**src/rtl/display_scan_ctrl_if.sv**
```systemverilog
// Front-panel display bundle: the two pattern sources, the cook-status
// signals and the multiplexed seven-segment pin drive.
interface display_scan_ctrl_if;
    logic [1:0] mode;
    logic [6:0] word_seg3;
    logic [6:0] word_seg2;
    logic [6:0] word_seg1;
    logic [6:0] word_seg0;
    logic [6:0] time_seg3;
    logic [6:0] time_seg2;
    logic [6:0] time_seg1;
    logic [6:0] time_seg0;
    logic       done;
    logic       clear_done;
    logic [6:0] seg;
    logic [3:0] an;
    logic       dp;
    logic       src_word;

    // Panel controller side: supplies patterns and status, observes the pins.
    modport master (
        output mode,
        output word_seg3, word_seg2, word_seg1, word_seg0,
        output time_seg3, time_seg2, time_seg1, time_seg0,
        output done, clear_done,
        input  seg, an, dp, src_word
    );

    // Scan controller side.
    modport slave (
        input  mode,
        input  word_seg3, word_seg2, word_seg1, word_seg0,
        input  time_seg3, time_seg2, time_seg1, time_seg0,
        input  done, clear_done,
        output seg, an, dp, src_word
    );
endinterface

```
**src/rtl/display_scan_ctrl.sv**
```systemverilog
// Microwave front-panel 4-digit seven-segment scan controller.
// Chooses between the countdown digits and the cooking-mode word, shows the
// word for a hold time after a mode change, and blinks the time display once
// cooking has finished until the completion is acknowledged.
module display_scan_ctrl #(
    parameter int SCAN_DIV        = 100000,
    parameter int WORD_HOLD_TICKS = 2000,
    parameter int BLINK_TICKS     = 500
) (
    input  logic                  clk,
    input  logic                  rst_n,
    display_scan_ctrl_if.slave    disp
);

    localparam int PRE_W   = (SCAN_DIV > 1) ? $clog2(SCAN_DIV) : 1;
    localparam int HOLD_W  = $clog2(WORD_HOLD_TICKS + 1);
    localparam int BLINK_W = (BLINK_TICKS > 1) ? $clog2(BLINK_TICKS) : 1;

    localparam logic [PRE_W-1:0]   PRE_LAST   = PRE_W'(SCAN_DIV - 1);
    localparam logic [HOLD_W-1:0]  HOLD_INIT  = HOLD_W'(WORD_HOLD_TICKS);
    localparam logic [BLINK_W-1:0] BLINK_LAST = BLINK_W'(BLINK_TICKS - 1);

    typedef enum logic [1:0] {
        SHOW_TIME  = 2'd0,
        SHOW_WORD  = 2'd1,
        DONE_BLINK = 2'd2
    } state_t;

    logic [PRE_W-1:0]   prescaler;
    logic               tick;
    logic [1:0]         idx;
    logic [1:0]         mode_q;
    logic               done_q;
    logic               mode_chg;
    logic               done_rise;

    state_t             state;
    state_t             state_nx;
    logic [HOLD_W-1:0]  hold;
    logic [HOLD_W-1:0]  hold_nx;
    logic [BLINK_W-1:0] blink_cnt;
    logic [BLINK_W-1:0] blink_cnt_nx;
    logic               blank;
    logic               blank_nx;

    logic [6:0]         digit;
    logic [6:0]         seg_r;
    logic [3:0]         an_r;
    logic               dp_r;

    assign tick = (prescaler == PRE_LAST);

    // Scan-rate prescaler: free-running, one tick per digit slot.
    always_ff @(posedge clk or negedge rst_n) begin
        if (!rst_n) begin
            prescaler <= '0;
        end else if (tick) begin
            prescaler <= '0;
        end else begin
            prescaler <= prescaler + PRE_W'(1);
        end
    end

    // Digit slot index: advances every tick in every state.
    always_ff @(posedge clk or negedge rst_n) begin
        if (!rst_n) begin
            idx <= 2'd0;
        end else if (tick) begin
            idx <= idx + 2'd1;
        end
    end

    // Edge detectors for the mode selector and the done level.
    always_ff @(posedge clk or negedge rst_n) begin
        if (!rst_n) begin
            mode_q <= 2'b00;
            done_q <= 1'b0;
        end else begin
            mode_q <= disp.mode;
            done_q <= disp.done;
        end
    end

    // Mode 00 means "no mode" and never brings up a word.
    assign mode_chg  = (disp.mode != mode_q) && (disp.mode != 2'b00);
    assign done_rise = disp.done && !done_q;

    // Display-source state, word hold counter and blink phase registers.
    always_ff @(posedge clk or negedge rst_n) begin
        if (!rst_n) begin
            state     <= SHOW_TIME;
            hold      <= '0;
            blink_cnt <= '0;
            blank     <= 1'b0;
        end else begin
            state     <= state_nx;
            hold      <= hold_nx;
            blink_cnt <= blink_cnt_nx;
            blank     <= blank_nx;
        end
    end

    // Next-state logic. Completion outranks everything; while blinking only
    // an acknowledge without a fresh completion edge returns to the time.
    always_comb begin
        state_nx     = state;
        hold_nx      = hold;
        blink_cnt_nx = blink_cnt;
        blank_nx     = blank;
        case (state)
            SHOW_TIME: begin
                if (done_rise) begin
                    // Blinking starts with the dark half-period.
                    state_nx     = DONE_BLINK;
                    blank_nx     = 1'b1;
                    blink_cnt_nx = '0;
                end else if (mode_chg) begin
                    state_nx = SHOW_WORD;
                    hold_nx  = HOLD_INIT;
                end
            end
            SHOW_WORD: begin
                if (done_rise) begin
                    state_nx     = DONE_BLINK;
                    blank_nx     = 1'b1;
                    blink_cnt_nx = '0;
                end else if (mode_chg) begin
                    hold_nx = HOLD_INIT;
                end else if (tick) begin
                    hold_nx = hold - HOLD_W'(1);
                    if (hold == HOLD_W'(1)) begin
                        state_nx = SHOW_TIME;
                    end
                end
            end
            DONE_BLINK: begin
                if (disp.clear_done && !done_rise) begin
                    state_nx     = SHOW_TIME;
                    blank_nx     = 1'b0;
                    blink_cnt_nx = '0;
                end else if (tick) begin
                    if (blink_cnt == BLINK_LAST) begin
                        blink_cnt_nx = '0;
                        blank_nx     = ~blank;
                    end else begin
                        blink_cnt_nx = blink_cnt + BLINK_W'(1);
                    end
                end
            end
            default: begin
                state_nx     = SHOW_TIME;
                blank_nx     = 1'b0;
                blink_cnt_nx = '0;
            end
        endcase
    end

    // Source arbitration: the word only while SHOW_WORD, otherwise the time.
    always_comb begin
        digit = 7'h7F;
        if (state == SHOW_WORD) begin
            case (idx)
                2'd0:    digit = disp.word_seg0;
                2'd1:    digit = disp.word_seg1;
                2'd2:    digit = disp.word_seg2;
                default: digit = disp.word_seg3;
            endcase
        end else begin
            case (idx)
                2'd0:    digit = disp.time_seg0;
                2'd1:    digit = disp.time_seg1;
                2'd2:    digit = disp.time_seg2;
                default: digit = disp.time_seg3;
            endcase
        end
    end

    // Registered pin drive, one cycle behind the slot index.
    always_ff @(posedge clk or negedge rst_n) begin
        if (!rst_n) begin
            seg_r <= 7'h7F;
            an_r  <= 4'hF;
            dp_r  <= 1'b1;
        end else begin
            if (blank) begin
                seg_r <= 7'h7F;
                an_r  <= 4'hF;
            end else begin
                seg_r <= digit;
                an_r  <= ~(4'b0001 << idx);
            end
            // Colon-style separator between minutes and seconds.
            dp_r <= !((state == SHOW_TIME) && (idx == 2'd2));
        end
    end

    assign disp.seg      = seg_r;
    assign disp.an       = an_r;
    assign disp.dp       = dp_r;
    assign disp.src_word = (state == SHOW_WORD);

endmodule

```
**src/flat_wrapper.sv**
```systemverilog
// flat-port wrapper written by rule: the top's interface ports become plain ports
module display_scan_ctrl_flat 
#(
    parameter int SCAN_DIV        = 100000,
    parameter int WORD_HOLD_TICKS = 2000,
    parameter int BLINK_TICKS     = 500
)
  (clk, rst_n, disp_mode, disp_word_seg3, disp_word_seg2, disp_word_seg1, disp_word_seg0, disp_time_seg3, disp_time_seg2, disp_time_seg1, disp_time_seg0, disp_done, disp_clear_done, disp_seg, disp_an, disp_dp, disp_src_word);
  display_scan_ctrl_if disp_i ();
  input  logic clk;
  input  logic rst_n;
  input wire logic [$bits(disp_i.mode)-1:0] disp_mode;
  input wire logic [$bits(disp_i.word_seg3)-1:0] disp_word_seg3;
  input wire logic [$bits(disp_i.word_seg2)-1:0] disp_word_seg2;
  input wire logic [$bits(disp_i.word_seg1)-1:0] disp_word_seg1;
  input wire logic [$bits(disp_i.word_seg0)-1:0] disp_word_seg0;
  input wire logic [$bits(disp_i.time_seg3)-1:0] disp_time_seg3;
  input wire logic [$bits(disp_i.time_seg2)-1:0] disp_time_seg2;
  input wire logic [$bits(disp_i.time_seg1)-1:0] disp_time_seg1;
  input wire logic [$bits(disp_i.time_seg0)-1:0] disp_time_seg0;
  input wire logic [$bits(disp_i.done)-1:0] disp_done;
  input wire logic [$bits(disp_i.clear_done)-1:0] disp_clear_done;
  output wire logic [$bits(disp_i.seg)-1:0] disp_seg;
  output wire logic [$bits(disp_i.an)-1:0] disp_an;
  output wire logic [$bits(disp_i.dp)-1:0] disp_dp;
  output wire logic [$bits(disp_i.src_word)-1:0] disp_src_word;
  assign disp_i.mode = disp_mode;
  assign disp_i.word_seg3 = disp_word_seg3;
  assign disp_i.word_seg2 = disp_word_seg2;
  assign disp_i.word_seg1 = disp_word_seg1;
  assign disp_i.word_seg0 = disp_word_seg0;
  assign disp_i.time_seg3 = disp_time_seg3;
  assign disp_i.time_seg2 = disp_time_seg2;
  assign disp_i.time_seg1 = disp_time_seg1;
  assign disp_i.time_seg0 = disp_time_seg0;
  assign disp_i.done = disp_done;
  assign disp_i.clear_done = disp_clear_done;
  assign disp_seg = disp_i.seg;
  assign disp_an = disp_i.an;
  assign disp_dp = disp_i.dp;
  assign disp_src_word = disp_i.src_word;
  display_scan_ctrl #(.SCAN_DIV(SCAN_DIV), .WORD_HOLD_TICKS(WORD_HOLD_TICKS), .BLINK_TICKS(BLINK_TICKS)) u_core (.clk(clk), .rst_n(rst_n), .disp(disp_i));
endmodule
```
**config.mk**
```make
export PLATFORM = sky130hd
export DESIGN_NAME = display_scan_ctrl_flat
export DESIGN_NICKNAME = d
export VERILOG_FILES = /design/src/rtl/display_scan_ctrl_if.sv /design/src/rtl/display_scan_ctrl.sv /design/src/flat_wrapper.sv
export SDC_FILE = /design/constraint.sdc
export NUM_CORES = 1
export LEC_CHECK = 0
export ABC_AREA = 1
export CORE_UTILIZATION = 40
export DETAILED_ROUTE_END_ITERATION = 6
export MAX_ROUTING_LAYER = met4
export PLACE_DENSITY = 0.68
export SLEW_MARGIN = 20
export SYNTH_ARGS = -nofsm -noshare
export SYNTH_HDL_FRONTEND = slang
export SYNTH_SLANG_ARGS = --single-unit
```
**constraint.sdc**
```tcl
create_clock -name clk -period 3.24 [get_ports clk]
set_input_delay 0.81 -clock clk [delete_from_list [all_inputs] [get_ports clk]]
set_output_delay 0.81 -clock clk [all_outputs]
set_load 0.01 [all_outputs]
```
Word level (Yosys, flattened, before mapping)
Cells that the tools add are included.
- add/subtract/negate cells: 4
- equal/unequal tests: 20
- shift operators: 1
- mux-type cells: 30
- bitwise gates (word level): 2
- reduce and logical (&&, ||, !) cells: 16
- operators by type and width (cell ; number):
    $mux W11 ; 5
    $pmux W7 S3 ; 2
    $mux W9 ; 4
    $pmux W11 S2 ; 1
    $ne A3 B1 Y1 const B ; 6
    $pmux W9 S2 ; 1
    $add A17 B1 Y17 const B ; 1
    $eq A17 B17 Y1 const B ; 1
    $mux W17 ; 1
    $mux W2 ; 7
    $mux W7 ; 2
    $eq A11 B1 Y1 const B ; 1
    $sub A11 B1 Y11 const B ; 1
    $reduce_and A5 Y1 ; 2
    $add A9 B1 Y9 const B ; 1
    $eq A9 B9 Y1 const B ; 1
    $ne A2 B1 Y1 const B ; 3
    $pmux W2 S3 ; 1
    $eq A2 B1 Y1 const B ; 2
    $eq A2 B2 Y1 const B ; 2
    $logic_and A1 B1 Y1 ; 4
    $logic_not A2 Y1 ; 2
    $mux W1 ; 4
    $mux W4 ; 1
    13 further kinds ; 17
- flip-flop bits (word level): 57
- input port bits: 62
- logic and storage cells: 84

Depth between registers and ports, before layout
- depth after elaboration: 6
- mapped depth: 11
- gate-level depth less buffers: 10

Least setup slack after synthesis
Ideal clock, no wire load.
- path kind: input -> register
- start point: in disp_done
- end point: reg u_core.blink_cnt[1]
- library setup time: 0.129 ns
- arrival time: 1.677 ns
- data required time: 3.111 ns
- path slack: 1.435 ns
- stages: 6
- buffers on the path: 0
- path through: inv_1 -> nor2_1 -> nor2_1 -> nor2_4 -> a21oi_4 -> o21ai_0
- longest elaborated chain between the ends: 5
- elaborated cells on any way between the ends: 8
- RTL lines (element ; RTL line ; text):
    from (decl) ; flat_wrapper.sv:21 ; input wire logic [$bits(disp_i.done)-1:0] disp_done;
    $logic_and A1 B1 Y1 * ; display_scan_ctrl.sv:86 ; assign done_rise = disp.done && !done_q;
    $logic_not A1 Y1 ; display_scan_ctrl.sv:137 ; if (disp.clear_done && !done_rise) begin
    $logic_and A1 B1 Y1 ; display_scan_ctrl.sv:137 ;
    $mux W9 / $ne A3 B1 Y1 (equally long branches) ; - ;
    $pmux W9 S2 / $reduce_and A2 Y1 (equally long branches) ; - ;
    to (signal assigned) ; display_scan_ctrl.sv:98 ; blink_cnt <= blink_cnt_nx;
    to (decl) ; display_scan_ctrl.sv:41 ; logic [BLINK_W-1:0] blink_cnt;
Every way passes the cells marked *; elsewhere a longest branch is shown, timed or not.
A chain may end at the register's enable or synchronous reset.

Worst setup path after layout
- start point: reg u_core.state[1]
- end point: out disp_src_word
- longest elaborated chain between the ends: 1
- RTL lines (element ; RTL line ; text):
    from (decl) ; display_scan_ctrl.sv:37 ; state_t state;
    from (signal assigned) ; display_scan_ctrl.sv:96 ; state <= state_nx;
    $eq A2 B1 Y1 ; display_scan_ctrl.sv:200 ; assign disp.src_word = (state == SHOW_WORD);
    to (decl) ; flat_wrapper.sv:26 ; output wire logic [$bits(disp_i.src_word)-1:0] disp_src_word;
No other way between the ends.

==> results.toml <==
[grt]
grt_max_degree = 38
grtUsageTotal_pct = 21.13
busiest_layer = "met2"
grt_util_met1_pct = 25.87
grt-ovfl-total = 0
antenna_found_initial = 0
grt_pass1_wl_um = 15720
grtUsageMet2_pct = 34.53
grt_pass1_vias = 3499
gr-usage-met3_pct = 4.604

[setup_path]
critPathMaxFanout = 6
r2r_setup_slack_ps = 1330
rr_worst_depth = 6
cp-end-kind = "output pin"
reg2reg_from = "u_core.idx[0]"
path_class = "flip-flop to output pin"
worst_setup_path_start_kind = "flip-flop"
r2r_end = "u_core.disp.seg[2]"
cp.arrival_ps = 1630
required_ps = 2430

[clocking]
ctsRootBufferMaster = "clkbuf_8"
cts_tree = "yes"
cts_buffers = 9
cts_setup_buffers = 0
insertion_delay_ps = 350
clk_pin_slew_worst_paths_ps = 70
cts_resized = 0
clk_path_buf_depth = 2
h-tree-depth = 3
cts_hold_buf = 0
cts_num_sinks = 57

[hold_path]
holdPathEnd = "u_core.prescaler[0]"
hold_class = "flip-flop to flip-flop"
worstHoldPathCells = 1
hp-start = "u_core.prescaler[0]"

[layout]
stdcell_area_um2 = 4669
stdcell_count = 711
drive_above_1_share_pct = 9.784
n_antenna_cell = 0
final_util_pct = 53.28
nets = 669
fill_cells = 859
area_delta_synth_final_pct = 28.16

[status]
status = "finished, final reports clean"

[synth]
yosysTopAreaCellShare_pct = 30.91
async_flop_share_pct = 100.0
syn_area_per_cell_um2 = 6.993
ys_seq_elements = 57
synthTopCellsByArea = "dfrtp_1, nand2_1, dfstp_2, nor2_1, inv_1"
synth_edf_count = 0
synth_area_um2 = 3643
yosys.cell_types.count = 29
synth.most_common_cell = "nand2_1"
synth_warnings = 0
synth_area_leader_cell = "dfrtp_1"
syn-num-nets = 592
seq_area_frac_synth_pct = 39.56
yosys-top-cells-count = "nand2_1, nor2_1, inv_1"
syn_inst = 521
synth_flop_cell = "dfrtp_1"

[timing]
hold-worst-slack_ps = 465.3
setup_viol = 0
rsz0062_at_grt = "false"
tightest_slew_ps = 854.0
timing.final.hold_violations = 0
min_period_over_period_pct = 75.42
final-max-slew-violation-count = 0
max_freq_mhz = 409.2
fin_crit_ps = 2444
worst_clock_skew_ps = 8.896
slew_headroom_pct = 43.07
finalSetupTns_ps = 0

[routing]
detail_route.vias_per_cell = 5.056
firstDrtPassIters = 5
drc_errors = 0
vias = 3595
wl_um = 9363
ant_nets = 0
wl_per_cell_um = 13.17
drt_iter0_markers = 129

[power_and_ir_drop]
power_switching_uw = 899.2
p_leak_nw = 2.141
p_int_mw = 1.590
p_per_area_nw_per_um2 = 533.0
swShare_pct = 36.13
seqPwrFrac_pct = 38.6
clockPowerShare_pct = 26.8
peakVddDrop_v = 0.0002348
p_comb_share_pct = 34.6

[placed_design]
placed_area_um2 = 4481
gp_congestion = 0.8730
dp_hpwl_um = 6939
place_inst = 695
port_buffers = 74

[floorplanning]
die_y_um = 97.44
core_um2 = 8763
placementRows = 34
dieArea_um2 = 9495
floorplan.initialDensity_pct = 41.58
fp.dieW_um = 97.44
ios = 75

[run]
drv_cap = 0
[logic make-up after synthesis]
| family | Yosys count | synth area share (%) |
|---|---|---|
| xor gates and xnor gates | 10 | 2.404 |
| AOI/OAI and AO/OA | 60 | 9.306 |
| DFF | 57 | 39.56 |
| buffers and inverters | 73 | 7.830 |
| and+or+nand+nor | 312 | 37.81 |
| adders and majority gates | 9 | 3.091 |
[worst max-delay path, cell delays in order, from the launching register on]
cell             delay (ps)
dfrtp_1                 470
nor2_4                  230
clkdlybuf4s50_1         590
[cell type report]
class / count / area [um2] / share of cell area, %
multi-input combinational: 391 / 1917 / 41.05
timing repair buffer: 76 / 750.7 / 16.08
inverter: 63 / 236.5 / 5.064
clock inverter: 3 / 40.04 / 0.8574
tap: 108 / 135.1 / 2.894
sequential: 57 / 1441 / 30.87
clock buffer: 13 / 148.9 / 3.189
[sequential cells by signal, indices dropped and copies added, names as in the netlist]
name              flops
u_core.disp.an        4
u_core.mode_q         2
u_core.disp.dp        1
u_core.state          2
u_core.hold          11
u_core.done_q         1
u_core.prescaler     17
u_core.disp.seg       7
u_core.idx            2
u_core.blank          1
u_core.blink_cnt      9
[how the worst max path moves through the flow]
stage | start | endpoint | cells past startpoint | slack, ps
after CTS | u_core.state[1] | disp_src_word | 2 | 780
after global placement | disp_done | u_core.blink_cnt[4] | 8 | 780
after global routing | u_core.state[1] | disp_src_word | 2 | 740
final | u_core.state[1] | disp_src_word | 2 | 800
after detailed placement | disp_done | u_core.blink_cnt[7] | 9 | 750
after floorplan | disp_done | u_core.blink_cnt[1] | 6 | 1430
[metrics by stage]
| stage | power, mW | worst slack, ps |
|---|---|---|
| global route | 2.663 | 737.1 |
| floorplan | 1.507 | 1435 |
| detailed placement | 1.828 | 750.5 |
| CTS | 2.508 | 784.0 |
| global placement | 1.818 | 780.2 |
| finish | 2.489 | 796.3 |
[power groups by stage]
| stage | clock network, mW | logic, mW | registers [mW] |
|---|---|---|---|
| after global placement | 0 | 0.849 | 0.970 |
| final | 0.667 | 0.861 | 0.961 |
| after global routing | 0.711 | 0.972 | 0.980 |
| after floorplan | 0 | 0.542 | 0.965 |
| after CTS | 0.683 | 0.864 | 0.961 |
| after detailed placement | 0 | 0.859 | 0.970 |
[cells in the final DEF, fill, tap and decap left out, drive strengths merged, types with 2 or more instances in the layout]
| cell type | instances |
|---|---|
| nand2 | 184 |
| clkdlybuf4s50 | 73 |
| nor2 | 68 |
| inv | 63 |
| dfrtp | 45 |
| nand3 | 31 |
| o21ai | 23 |
| a21oi | 18 |
| a31oi | 14 |
| nor3 | 14 |
| nand4 | 13 |
| clkbuf | 13 |
| dfstp | 12 |
| xor2 | 10 |
| ha | 9 |
| buf | 3 |
| o22ai | 2 |
| o21bai | 2 |
| clkinv | 2 |
[routing by layer]
layer  wire [um]  part of all wire, %
met5           0                    0
met2        4504                   48
met4         176                  1.9
met1        4254                   45
met3         428                  4.6
Power figures use the tool's default switching activity.
==> edit 1: new RTL, config.mk and constraints unchanged <==
Take the reset off `hold` and load it in a clocked block of its own.
--- a/src/rtl/display_scan_ctrl.sv
+++ b/src/rtl/display_scan_ctrl.sv
@@ -90,13 +90,15 @@
         if (!rst_n) begin
             state     <= SHOW_TIME;
-            hold      <= '0;
             blink_cnt <= '0;
             blank     <= 1'b0;
         end else begin
             state     <= state_nx;
-            hold      <= hold_nx;
             blink_cnt <= blink_cnt_nx;
             blank     <= blank_nx;
         end
+    end
+
+    always_ff @(posedge clk) begin
+        hold <= hold_nx;
     end
 
Behaviour: no difference found for any inputs over 10 cycles, from zero or initial values and one cycle with rst_n low; that may be too few to reach the edited logic, so the function may still have changed.
==> edit 1 against the unedited design <==
Area after synthesis down 5.2%. Core utilization increased by 1.2 points. First-iteration DRC count rose by 15%. Clock skew is 0.0033 ns higher. Synthesized cell count down 16%. Worst setup slack worse by 0.15 ns. Power is 11% lower. Design area shrank 3.2%. Routed wire length shrank 12%. Sequential power shrank 4.9%. Non-clock buffer count did not move. Sequential cell count stayed put. Maximum frequency decreased by 5.8%. Largest cell class unchanged. Largest power group unchanged. Highest routed layer unchanged.
==> edit 1: results (changes against the unedited design) <==
----------------------------------------------------
[Cells and area]
  Fill cell instance count of the final layout ... 781 (-9.1%)
  Number of nets in the final layout ... 588 (-12%)
  Fraction of final layout cells sized beyond drive strength 1 ... 12.64% (+2.9 points)

[Detailed routing]
  First DRT Iteration DRCs ... 148 (+15%)
  Total detailed-routing wirelength ... 8249 um (-12%)

[GRT]
  Wire length of the first global-routing pass ... 13740 um (-13%)
  Maximum number of pins on one net before global-route repair ... 47 (+24%)
  Via count of the first global-routing pass ... 3034 (-13%)

[Worst setup path]
  Capture instance of the worst register-to-register path ... u_core.hold[5]$_SDFFCE_PP0P_
  Origin of the critical flop-to-flop path ... u_core.prescaler[0]$_DFF_PN0_
  Critical-path maximum fanout ... 16 (+10)
  WP data arrival ... 1.79 ns (+0.16 ns)
  Internal reg-to-reg setup slack ... 1.26 ns (-0.07 ns)
  Number of cells on the worst reg-to-reg path ... 8 (+2)

[STA]
  Transition at the pin with the smallest max-transition slack ... 0.6207 ns (-0.2333 ns)
  Post-Route Skew ... 0.01223 ns (+0.003335 ns)

[Power]
  Leakage ... 1.968 nW (-8.1%)
  Total power density per cell area ... 491.7 nW/um^2 (-7.8%)
  Worst vdd ir ... 192.3 uV (-18%)

[Synth]
  Synth unique cells ... 44 (+52%)
  Most frequent cells after synthesis ... nand2_1 (114), nor2_1 (46), inv_1 (35)
  Sequential fraction of the synthesis area ... 43.32% (+3.8 points)
  Number of enable flip-flop cells after synthesis ... 11 (+11)

[Min path]
  Worst min path class ... in2async

[Placement]
  Hpwl dp ... 6186 um (-11%)
  Post-detailed-placement cell area ... 4293 um^2 (-4.2%)
  Placer Congestion ... 0.8541 (-2.2%)

[Outcome]
  Run status ... completed

[Die]
  Number of standard-cell rows in the floorplan ... 33 (-2.9%)

----------------------------------------------------
[edit 1: layout make-up]
class / instances / share of cell area [%]
clock inverters: 4 / 1.052
multi-input cells: 326 / 38.29
inverters: 47 / 4.070
repair buffers: 76 / 16.67
clock buffers: 12 / 3.904
well taps: 105 / 2.907
flip-flops and latches: 57 / 33.11
[edit 1: power by group]
part	switching [mW]	internal, mW
logic	0.310	0.268
clock network	0.288	0.441
registers	0.0645	0.850
[edit 1: worst min-delay path by stage]
stage                                             start                            end  depth (start not counted)
after global placement    u_core.prescaler[0]$_DFF_PN0_  u_core.prescaler[0]$_DFF_PN0_                          1
after CTS                 u_core.prescaler[0]$_DFF_PN0_  u_core.prescaler[0]$_DFF_PN0_                          1
after detailed placement  u_core.prescaler[0]$_DFF_PN0_  u_core.prescaler[0]$_DFF_PN0_                          1
final                                             rst_n  u_core.prescaler[1]$_DFF_PN0_                          1
after floorplan           u_core.prescaler[0]$_DFF_PN0_  u_core.prescaler[0]$_DFF_PN0_                          1
after global routing      u_core.prescaler[0]$_DFF_PN0_  u_core.prescaler[0]$_DFF_PN0_                          1
[edit 1: cells by family (layout without fill, tap and decap cells)]
logic type                 after synthesis  count (layout)  synth area share [%]
AOI/OAI and AO/OA                       69              69                 11.66
xor gates and xnor gates                14              14                 3.550
adders and majority gates                9               9                 3.260
buffers and inverters                   56             139                 6.592
DFF                                     57              57                 43.32
and+or+nand+nor                        234             234                 31.62
[edit 1: stage by stage]
| step | std cells | worst slack (ns) |
|---|---|---|
| finish | 627 | 0.6448 |
| global route | 627 | 0.5529 |
| CTS | 627 | 0.6357 |
| detailed placement | 611 | 0.8111 |
| global placement | 611 | 0.8648 |
| floorplan | 439 | 1.052 |
[edit 1: routing by layer]
metal  global-route usage, %  vias up  wire [um]
li1                        -     1613          -
met1                   26.47     1451       3887
met2                   31.89      113       3771
met3                   3.704       10        468
met4                   8.712        0        121
met5                       -        -          0
[edit 1: worst max-delay path, cell delays in order (launching register included)]
cell and delay, ns:
dfrtp_1 0.43, inv_2 0.12, nand2_1 0.06, buf_4 0.20, inv_1 0.11, clkdlybuf4s50_1 0.54
==> edit 2: new RTL, same flow settings <==
Made on the original files. `SCAN_DIV` is set to 100000 in 2 places; all go to 25000.
--- a/src/rtl/display_scan_ctrl.sv
+++ b/src/rtl/display_scan_ctrl.sv
@@ -4,5 +4,5 @@
 // cooking has finished until the completion is acknowledged.
 module display_scan_ctrl #(
-    parameter int SCAN_DIV        = 100000,
+    parameter int SCAN_DIV        = 25000,
     parameter int WORD_HOLD_TICKS = 2000,
     parameter int BLINK_TICKS     = 500
--- a/src/flat_wrapper.sv
+++ b/src/flat_wrapper.sv
@@ -2,5 +2,5 @@
 module display_scan_ctrl_flat 
 #(
-    parameter int SCAN_DIV        = 100000,
+    parameter int SCAN_DIV        = 25000,
     parameter int WORD_HOLD_TICKS = 2000,
     parameter int BLINK_TICKS     = 500
Formal check against the unedited RTL: same outputs for any inputs over 10 cycles, from zero or initial values and one cycle with rst_n low; that may be too few to reach the edited logic, so the function may still have changed.
==> edit 2 against the unedited design <==
Design area is 4.3% lower. Power is 10% lower. Combinational power is 3.5% higher. Critical path depth stayed put. Worst setup slack worse by 0.0052 ns. Count of clock-buffer cells in the layout is 5 lower. Routed wire length is 9.2% lower. Area after synthesis is 2.0% lower. Clock power is 44% lower. Die area is 2.0% lower. Sequential cell count is 2 lower. Cell count is 6.3% lower. Highest routed layer unchanged.
==> edit 2: results (changes against the unedited design) <==
----------------------------------------------------
[Worst setup path]
  Critical-path maximum fanout ... 7 (+1)
  Capture instance of the worst register-to-register path ... u_core.disp.seg[4]$_DFF_PN1_
  Biggest cell delay along the critical path ... 0.58 ns
  Internal reg-to-reg setup slack ... 1.34 ns

[STA]
  Worst slack on hold paths ... 0.4059 ns (-0.05948 ns)
  Post-Route Skew ... 0.01676 ns (+0.007860 ns)
  Transition at the pin with the smallest max-transition slack ... 0.6434 ns (-0.2106 ns)
  Peak clock frequency supported by timing ... 0.4084 GHz (-0.21%)

[Placement]
  Worst Setup Slack post-DPL ... 0.9076 ns (+0.1570 ns)
  Post-detailed-placement cell area ... 4389 um^2 (-2.0%)
  Hpwl dp ... 6530 um (-5.9%)
  Placer Congestion ... 0.8615 (-1.3%)

[Clocking]
  Clk slew on worst S/H paths ... 0.10 ns (+0.03 ns)
  H-tree level count ... 2 (-1)
  Number of buffers inserted during clock tree synthesis ... 5 (-4)
  Clock latency of the later-clocked register in the worst-skew pair ... 0.31 ns (-0.04 ns)

[Synth]
  Nets in the synthesized netlist ... 556 (-6.1%)
  Biggest area contributors in the synthesized netlist ... dfrtp_1 (30%), nand2_1 (15%), dfstp_2 (8.8%)
  Synth unique cells ... 36 (+24%)
  Sequential fraction of the synthesis area ... 38.98% (-0.58 points)
  Most frequent cells after synthesis ... nand2_1 (140), nor2_1 (49), inv_1 (47)

[Detailed routing]
  Routed wl met3 ... 464 um (+8.4%)
  Total iterations of the first detailed-routing run ... 4 (-1)
  Metal-1 WL ... 3904 um (-8.2%)
  First DRT Iteration DRCs ... 147 (+14%)
  Vias ... 3357 (-6.6%)
  Routed length per placed instance ... 12.76 um (-3.1%)
  Detail Route met2 WL ... 4074 um (-9.5%)

[GRT]
  Number of antenna violations at the first check in global routing ... 0 (unchanged)
  Wire length of the first global-routing pass ... 14150 um (-10%)
  Maximum number of pins on one net before global-route repair ... 24 (-37%)
  GR Util All Layers ... 20.13% (-0.99 points)
  Via count of the first global-routing pass ... 3179 (-9.1%)

[Power]
  Leakage ... 2.090 nW (-2.4%)
  Worst vdd ir ... 259.9 uV (+11%)
  Net Switching ... 855.5 uW (-4.9%)

[Cells and area]
  Fraction of final layout cells sized beyond drive strength 1 ... 11.47% (+1.7 points)
  Fill cell instance count of the final layout ... 890 (+3.6%)
  ANT cells ... 0 (unchanged)
  Top Registers ... u_core.prescaler (15), u_core.hold (11), u_core.blink_cnt (9)
  Number of nets in the final layout ... 628 (-6.1%)

[Outcome]
  Run status ... completed

[Min path]
  Worst min path class ... in2async

----------------------------------------------------
==> edit 2: changes by cell type after synthesis, sizes merged, moves of 4 or more <==
| cell | change |
|---|---|
| nor2 | -9 |
| nand3 | +6 |
| nor3 | -7 |
| inv | -10 |
| or2 | +4 |
| nand2 | -25 |
==> edit 2: cells by family after synthesis <==
logic type                 after synthesis  synth area share [%]
AOI/OAI and AO/OA                       58                 9.429
adders and majority gates                9                 3.155
and+or+nand+nor                        285                 37.68
buffers and inverters                   65                 7.571
DFF                                     55                 38.98
xor gates and xnor gates                13                 3.190
==> edit 2: worst max-delay path by stage <==
| stage | start | endpoint |
|---|---|---|
| final | u_core.state[1]$_DFFE_PN0P_ | disp_src_word |
| after global routing | u_core.state[1]$_DFFE_PN0P_ | disp_src_word |
| after CTS | u_core.state[1]$_DFFE_PN0P_ | disp_src_word |
| after detailed placement | disp_done | u_core.blink_cnt[2]$_DFFE_PN0P_ |
| after global placement | disp_done | u_core.blink_cnt[0]$_DFFE_PN0P_ |
| after floorplan | disp_done | u_core.blink_cnt[3]$_DFFE_PN0P_ |
==> edit 2: power groups by stage <==
stage                     registers (mW)  clock network, mW  logic (mW)
after global routing               0.981              0.422        1.01
final                              0.963              0.374       0.891
after floorplan                    0.956                  0       0.596
after CTS                          0.964              0.390       0.887
after detailed placement           0.976                  0       0.885
after global placement             0.974                  0       0.875
==> edit 2: layout make-up <==
cell class / count / share of cell area, %
inverters: 54 / 4.563
multi-input cells: 365 / 42.69
well taps: 108 / 3.024
clock buffers: 8 / 1.792
repair buffers: 76 / 16.80
flip-flops and latches: 55 / 31.13
==> edit 2: metal layers <==
metal,global-route usage (%),vias up
li1,-,1704
met1,26.33,1560
met2,32.69,84
met3,4.460,9
met4,3.064,0
met5,-,-
==> edit 2: worst max-delay path, delay by kind of cell, from the launching register on <==
family,cells,cell delay [ns]
buffers and inverters,1,0.58
flip-flops,1,0.48
AND/OR/NAND/NOR,1,0.27
==> edit 2: per-stage QoR <==
step	utilization (%)	cells
detailed placement	50.58	658
CTS	51.50	666
finish	51.50	666
global route	51.50	666
floorplan	-	485
global placement	50.58	658
